## src/rtl/uart_pkg.sv

```systemverilog
// Shared types and the rotate-priority pick helper for the UART transmit arbiter.
package uart_pkg;

    localparam int MAX_REQ = 8;
    localparam int PTR_W   = 3;

    typedef enum logic [1:0] {
        IDLE,
        WAIT_CLR,
        WAIT_DONE
    } arb_state_t;

    typedef struct packed {
        logic             hit;
        logic [PTR_W-1:0] idx;
    } rr_pick_t;

    // Unused upper requester slots are zero, so wrapping modulo MAX_REQ gives the
    // same order as wrapping modulo the real requester count.
    function automatic rr_pick_t rr_pick(input logic [MAX_REQ-1:0] vld,
                                         input logic [PTR_W-1:0]   ptr);
        rr_pick_t         pick;
        logic [PTR_W-1:0] cand;
        pick = '0;
        for (int k = MAX_REQ - 1; k >= 0; k--) begin
            cand = ptr + PTR_W'(k);
            if (vld[cand]) begin
                pick.hit = 1'b1;
                pick.idx = cand;
            end
        end
        return pick;
    endfunction

endpackage

```

## src/rtl/rr_select.sv

```systemverilog
// Combinational rotate-priority picker: first valid requester at or after ptr.
module rr_select
    import uart_pkg::*;
#(
    parameter int NUM_REQ = 4
) (
    input  logic [NUM_REQ-1:0]         vld,
    input  logic [$clog2(NUM_REQ)-1:0] ptr,
    output logic                       hit,
    output logic [$clog2(NUM_REQ)-1:0] idx
);

    localparam int IDX_W = $clog2(NUM_REQ);

    rr_pick_t w_pick;
    logic     w_unused_idx;

    assign w_pick       = rr_pick(MAX_REQ'(vld), PTR_W'(ptr));
    assign hit          = w_pick.hit;
    assign idx          = w_pick.idx[IDX_W-1:0];
    assign w_unused_idx = ^w_pick.idx;

endmodule

```

## src/rtl/uart_tx_arbiter.sv

```systemverilog
// Round-robin arbiter with burst locking that shares one UART_tx among NUM_REQ
// byte producers and sequences trmt/tx_done so only one byte is in flight.
module uart_tx_arbiter
    import uart_pkg::*;
#(
    parameter int NUM_REQ   = 4,
    parameter int MAX_BURST = 16
) (
    input  logic                       clk,
    input  logic                       rst_n,
    input  logic [NUM_REQ-1:0]         req_vld,
    input  logic [8*NUM_REQ-1:0]       req_data,
    input  logic [NUM_REQ-1:0]         req_lock,
    output logic [NUM_REQ-1:0]         req_rdy,
    output logic                       trmt,
    output logic [7:0]                 tx_data,
    input  logic                       tx_done,
    output logic                       busy,
    output logic [$clog2(NUM_REQ)-1:0] gnt_id
);

    localparam int         IDX_W     = $clog2(NUM_REQ);
    localparam logic [7:0] BURST_MAX = 8'(MAX_BURST);

    arb_state_t       r_state;
    logic [IDX_W-1:0] r_rr_ptr;
    logic [IDX_W-1:0] r_owner;
    logic             r_lock_vld;
    logic [7:0]       r_burst_cnt;

    logic             w_rr_hit;
    logic [IDX_W-1:0] w_rr_idx;
    logic             w_lock_hit;
    logic             w_launch;
    logic             w_sel_lock;
    logic [IDX_W-1:0] w_sel;
    logic [IDX_W-1:0] w_ptr_next;
    logic [7:0]       w_burst_next;

    rr_select #(.NUM_REQ(NUM_REQ)) u_rr_select (
        .vld (req_vld),
        .ptr (r_rr_ptr),
        .hit (w_rr_hit),
        .idx (w_rr_idx)
    );

    always_comb begin
        // NOTE: every signal is given a value on every path here, so no latch is inferred.
        w_lock_hit = r_lock_vld && req_vld[r_owner] && req_lock[r_owner]
                     && (r_burst_cnt < BURST_MAX);
        w_sel      = w_lock_hit ? r_owner : w_rr_idx;
        w_launch   = (r_state == IDLE) && (w_lock_hit || w_rr_hit);
        w_sel_lock = req_lock[w_sel];
        // A lock hit implies r_burst_cnt < BURST_MAX, so the increment saturates by construction.
        w_burst_next = w_lock_hit ? (r_burst_cnt + 8'd1) : 8'd1;
        w_ptr_next   = w_sel;
        if (!w_sel_lock || (w_burst_next >= BURST_MAX)) begin
            w_ptr_next = (w_sel == IDX_W'(NUM_REQ - 1)) ? '0 : w_sel + 1'b1;
        end
    end

    always_ff @(posedge clk or negedge rst_n) begin
        if (!rst_n) begin
            r_state     <= IDLE;
            r_rr_ptr    <= '0;
            r_owner     <= '0;
            r_lock_vld  <= 1'b0;
            r_burst_cnt <= 8'd0;
            trmt        <= 1'b0;
            req_rdy     <= '0;
            tx_data     <= 8'h00;
            busy        <= 1'b0;
            gnt_id      <= '0;
        end else begin
            // NOTE: non-blocking assignments keep every register sampling pre-edge values.
            trmt    <= 1'b0;
            req_rdy <= '0;
            case (r_state)
                IDLE: begin
                    if (w_launch) begin
                        tx_data     <= req_data[8*w_sel +: 8];
                        trmt        <= 1'b1;
                        req_rdy     <= NUM_REQ'(1) << w_sel;
                        gnt_id      <= w_sel;
                        busy        <= 1'b1;
                        r_rr_ptr    <= w_ptr_next;
                        r_burst_cnt <= w_burst_next;
                        r_owner     <= w_sel;
                        r_lock_vld  <= w_sel_lock;
                        r_state     <= WAIT_CLR;
                    end else begin
                        r_lock_vld  <= 1'b0;
                    end
                end
                // tx_done may still be high from the previous byte; wait for it to clear.
                WAIT_CLR: begin
                    if (!tx_done) r_state <= WAIT_DONE;
                end
                WAIT_DONE: begin
                    if (tx_done) begin
                        busy    <= 1'b0;
                        r_state <= IDLE;
                    end
                end
                default: r_state <= IDLE;
            endcase
        end
    end

endmodule
```

## config.mk

```make
export PLATFORM = sky130hd
export DESIGN_NAME = uart_tx_arbiter
export DESIGN_NICKNAME = d
export VERILOG_FILES = /design/src/rtl/uart_pkg.sv /design/src/rtl/rr_select.sv /design/src/rtl/uart_tx_arbiter.sv
export SDC_FILE = /design/constraint.sdc
export NUM_CORES = 1
export LEC_CHECK = 0
export CORE_MARGIN = 1
export CORE_UTILIZATION = 26
export CTS_CLUSTER_DIAMETER = 150
export DETAILED_ROUTE_END_ITERATION = 10
export GPL_ROUTABILITY_DRIVEN = 0
export HOLD_SLACK_MARGIN = 0.06
export PLACE_DENSITY = 0.47
export SYNTH_ARGS = -nofsm -noshare
export SYNTH_HDL_FRONTEND = slang
export SYNTH_SLANG_ARGS = --single-unit
export TNS_END_PERCENT = 20
```

## constraint.sdc

```tcl
create_clock -name clk -period 2.9 [get_ports clk]
set_input_delay 0.87 -clock clk [delete_from_list [all_inputs] [get_ports clk]]
set_output_delay 0.87 -clock clk [all_outputs]
set_load 0.005 [all_outputs]
```

==> impl_metrics.ini <==
[run_status]
status = finished, final reports clean

[clock_network]
htreeDepth = 2
clkLatencyLatePin_ns = 0.28
cts_root_buf = clkbuf_8
tritoncts = done
path_clk_slew_ns = 0.07
numCtsBuffers = 5
holdBufCountCts = 0
clockBufferDepth = 2
cts_sinks = 29

[final_layout]
drive_above_1_share = 0.252
fillers = 751
area_growth_pct = 51.3
multi_input_area_um2 = 1190
nets = 339
final_common_cell = clkdlybuf4s50_1
layout_common_cells = clkdlybuf4s50_1, buf_4, dfrtp_1
final-seq-area_um2 = 726
antenna_cells = 0
fin_area_um2 = 3050

[global_routing]
antenna_found_initial = 0
overflow = 0
grt_pass1_vias = 1809
grt_pass1_wl_um = 8490
grt_use_total = 0.130
grt_max_degree = 30

[routing]
avgViaCountPerCell = 4.52
routed-via-count = 1758
route.detailed.drc = 0
drtIter0Drc = 60
wl_per_cell_um = 12.8
drt_wl_total_um = 4980
antenna_left = 0
dr.pass1.iters = 4

[floorplan]
io_pins = 59
num_rows = 31
fp.dieW_um = 90.0
start_util = 0.273
core-area_um2 = 7370
die-height_um = 90.0
dieArea_um2 = 8100

[placed_design]
place_hpwl_um = 3730
placedInstanceArea_um2 = 2880
port_buffers = 58

[synth]
muxShareOfSynthArea = 0.201
synth_area_per_cell_um2 = 9.87
ys_seq_area_frac = 0.360
synthXorXnorAreaFrac = 0.00870
synthTopCellsByArea = dfrtp_1, mux2i_1, mux2_4
synth_top_family_by_area = multiplexers
synth_cell_types = 43
syn_area_um2 = 2010
ys_seq_elements = 29
ys_warn_count = 0
yosysTopAreaCellShare = 0.360
synth_fa_ha_area_frac = 0.0435
syn_inst = 204
yosysTopAreaCell = dfrtp_1
synth_compound_area_frac = 0.185
syn-num-nets = 254
yosys.area_share.simple = 0.145

[flow_run]
drv_cap = 0

[hold_path]
worstHoldStart = tx_data[7]
worst_hold_path.num_cells = 2
worst_hold_path.endpoint = tx_data[7]
min_path_type = register to register

[critical_path]
crit_type = primary input to register
crit_arrival_ns = 2.97
r2r-end = r_rr_ptr[0]
rr_worst_depth = 12
critPathRequiredTime_ns = 3.07
worstPathMaxFanout = 5
r2r_slack_ns = 0.16
crit_path_end_kind = register
startpoint_type = primary input
timing.rr.start = r_rr_ptr[1]

[sta]
hold_violations = 0
slew_headroom = 0.736
fmax_mhz = 357
finalMaxSlewViolations = 0
rsz0062_at_grt = false
finalCritPeriodShare = 0.965
setup_viol = 0
fin_skew_ns = 0.00885
min_period_ns = 2.80
setup-tns-final_ns = 0
worst_pin_slew_ns = 0.385

[pwr]
p_leak_uw = 0.00134
peakVddDrop_mv = 0.433
power.density_nw_per_um2 = 1160
-- cells in the mapped netlist --
master     number
o21ai_1         2
nand3b_1        1
buf_6           3
o32a_1          1
o221a_2         1
xor2_1          1
nor2b_1         3
nor3_1          2
clkbuf_1        4
a2111oi_4       1
o211ai_2        1
o31ai_4         1
a31oi_1         3
buf_4           2
nor4_1          3
nand3_1         6
a21oi_1         4
a22o_1          1
buf_2           4
nand2_1        24
nor2_1          9
dfrtp_1        29
o21ai_2         7
mux2i_1        24
a21o_1          1
o21ai_0        15
inv_1           6
and2_1         10
inv_2           2
mux2_2          4
xnor2_1         1
o31ai_1         3
ha_1            7
mux2_4          7
mux2i_2         1
o22ai_1         1
a32oi_1         1
a311oi_1        3
nor4b_2         1
o211ai_1        1
a31o_2          1
or3_1           1
o21bai_1        1
-- metrics by stage --
stage | setup slack (ns) | cells | util | hold slack [ns] | total power [µW]
2_1_floorplan | 0.0274 | 204 | - | 0.454 | 2270
3_3_place_gp | -0.480 | 379 | 0.391 | 0.460 | 2990
3_5_place_dp | -0.488 | 379 | 0.391 | 0.467 | 2980
4_1_cts | 0.00294 | 388 | 0.410 | 0.481 | 3500
5_1_grt | 0.00211 | 389 | 0.413 | 0.505 | 3810
6_report | 0.103 | 389 | 0.413 | 0.476 | 3520
-- cell type report --
cell class,count,share of cell area
inverters,8,0.0107
flip-flops and latches,29,0.238
well taps,99,0.0407
clock inverters,1,0.00986
clock buffers,7,0.0283
multi-input cells,154,0.392
repair buffers,91,0.280
-- worst max path at each step --
stage,startpoint,endpoint,cells past startpoint
2_1_floorplan,r_rr_ptr[0],r_rr_ptr[0],13
3_3_place_gp,req_vld[3],r_rr_ptr[0],10
3_5_place_dp,req_vld[0],tx_data[0],9
4_1_cts,r_rr_ptr[1],r_rr_ptr[0],10
5_1_grt,req_lock[1],r_rr_ptr[0],10
6_report,req_vld[3],r_rr_ptr[0],10
-- power breakdown --
group	leakage, µW	switching [µW]	internal, µW
logic	0.000918	1100	1310
clock network	0.0000585	162	280
registers	0.000367	106	562
-- logic make-up after synthesis --
logic type / Yosys count
muxes: 36
DFF: 29
xor gates and xnor gates: 2
adders and majority gates: 7
buffers and inverters: 21
AOI/OAI and AO/OA: 49
and+or+nand+nor: 60
-- critical path: stages --
cell	delay [ns]
clkdlybuf4s15_1	0.26
buf_4	0.19
mux2_2	0.26
a311oi_2	0.27
o21ai_0	0.12
a31o_2	0.31
inv_1	0.10
ha_2	0.20
nor3_1	0.05
o32a_1	0.34
-- metal layers --
| metal | share of wire | vias up | GRT usage |
|---|---|---|---|
| met5 | 0 | - | 0 |
| met4 | 0.0072 | 0 | 0.0363 |
| met2 | 0.44 | 56 | 0.204 |
| li1 | - | 901 | - |
| met1 | 0.48 | 797 | 0.168 |
| met3 | 0.072 | 4 | 0.0457 |
-- sequential cells by signal (all words and copies together) (netlist names) --
register / cells
busy: 1
r_owner: 2
r_rr_ptr: 2
r_burst_cnt: 8
tx_data: 8
r_state: 2
trmt: 1
r_lock_vld: 1
req_rdy: 4
-- what timing repair did --
action                                  CTS  global route
pin swaps                                 5             2
endpoints found under the setup margin   13            12
gates resized for setup                  12             1
buffers inserted                          1             1
Note: power is estimated with default switching activity, not from simulation.
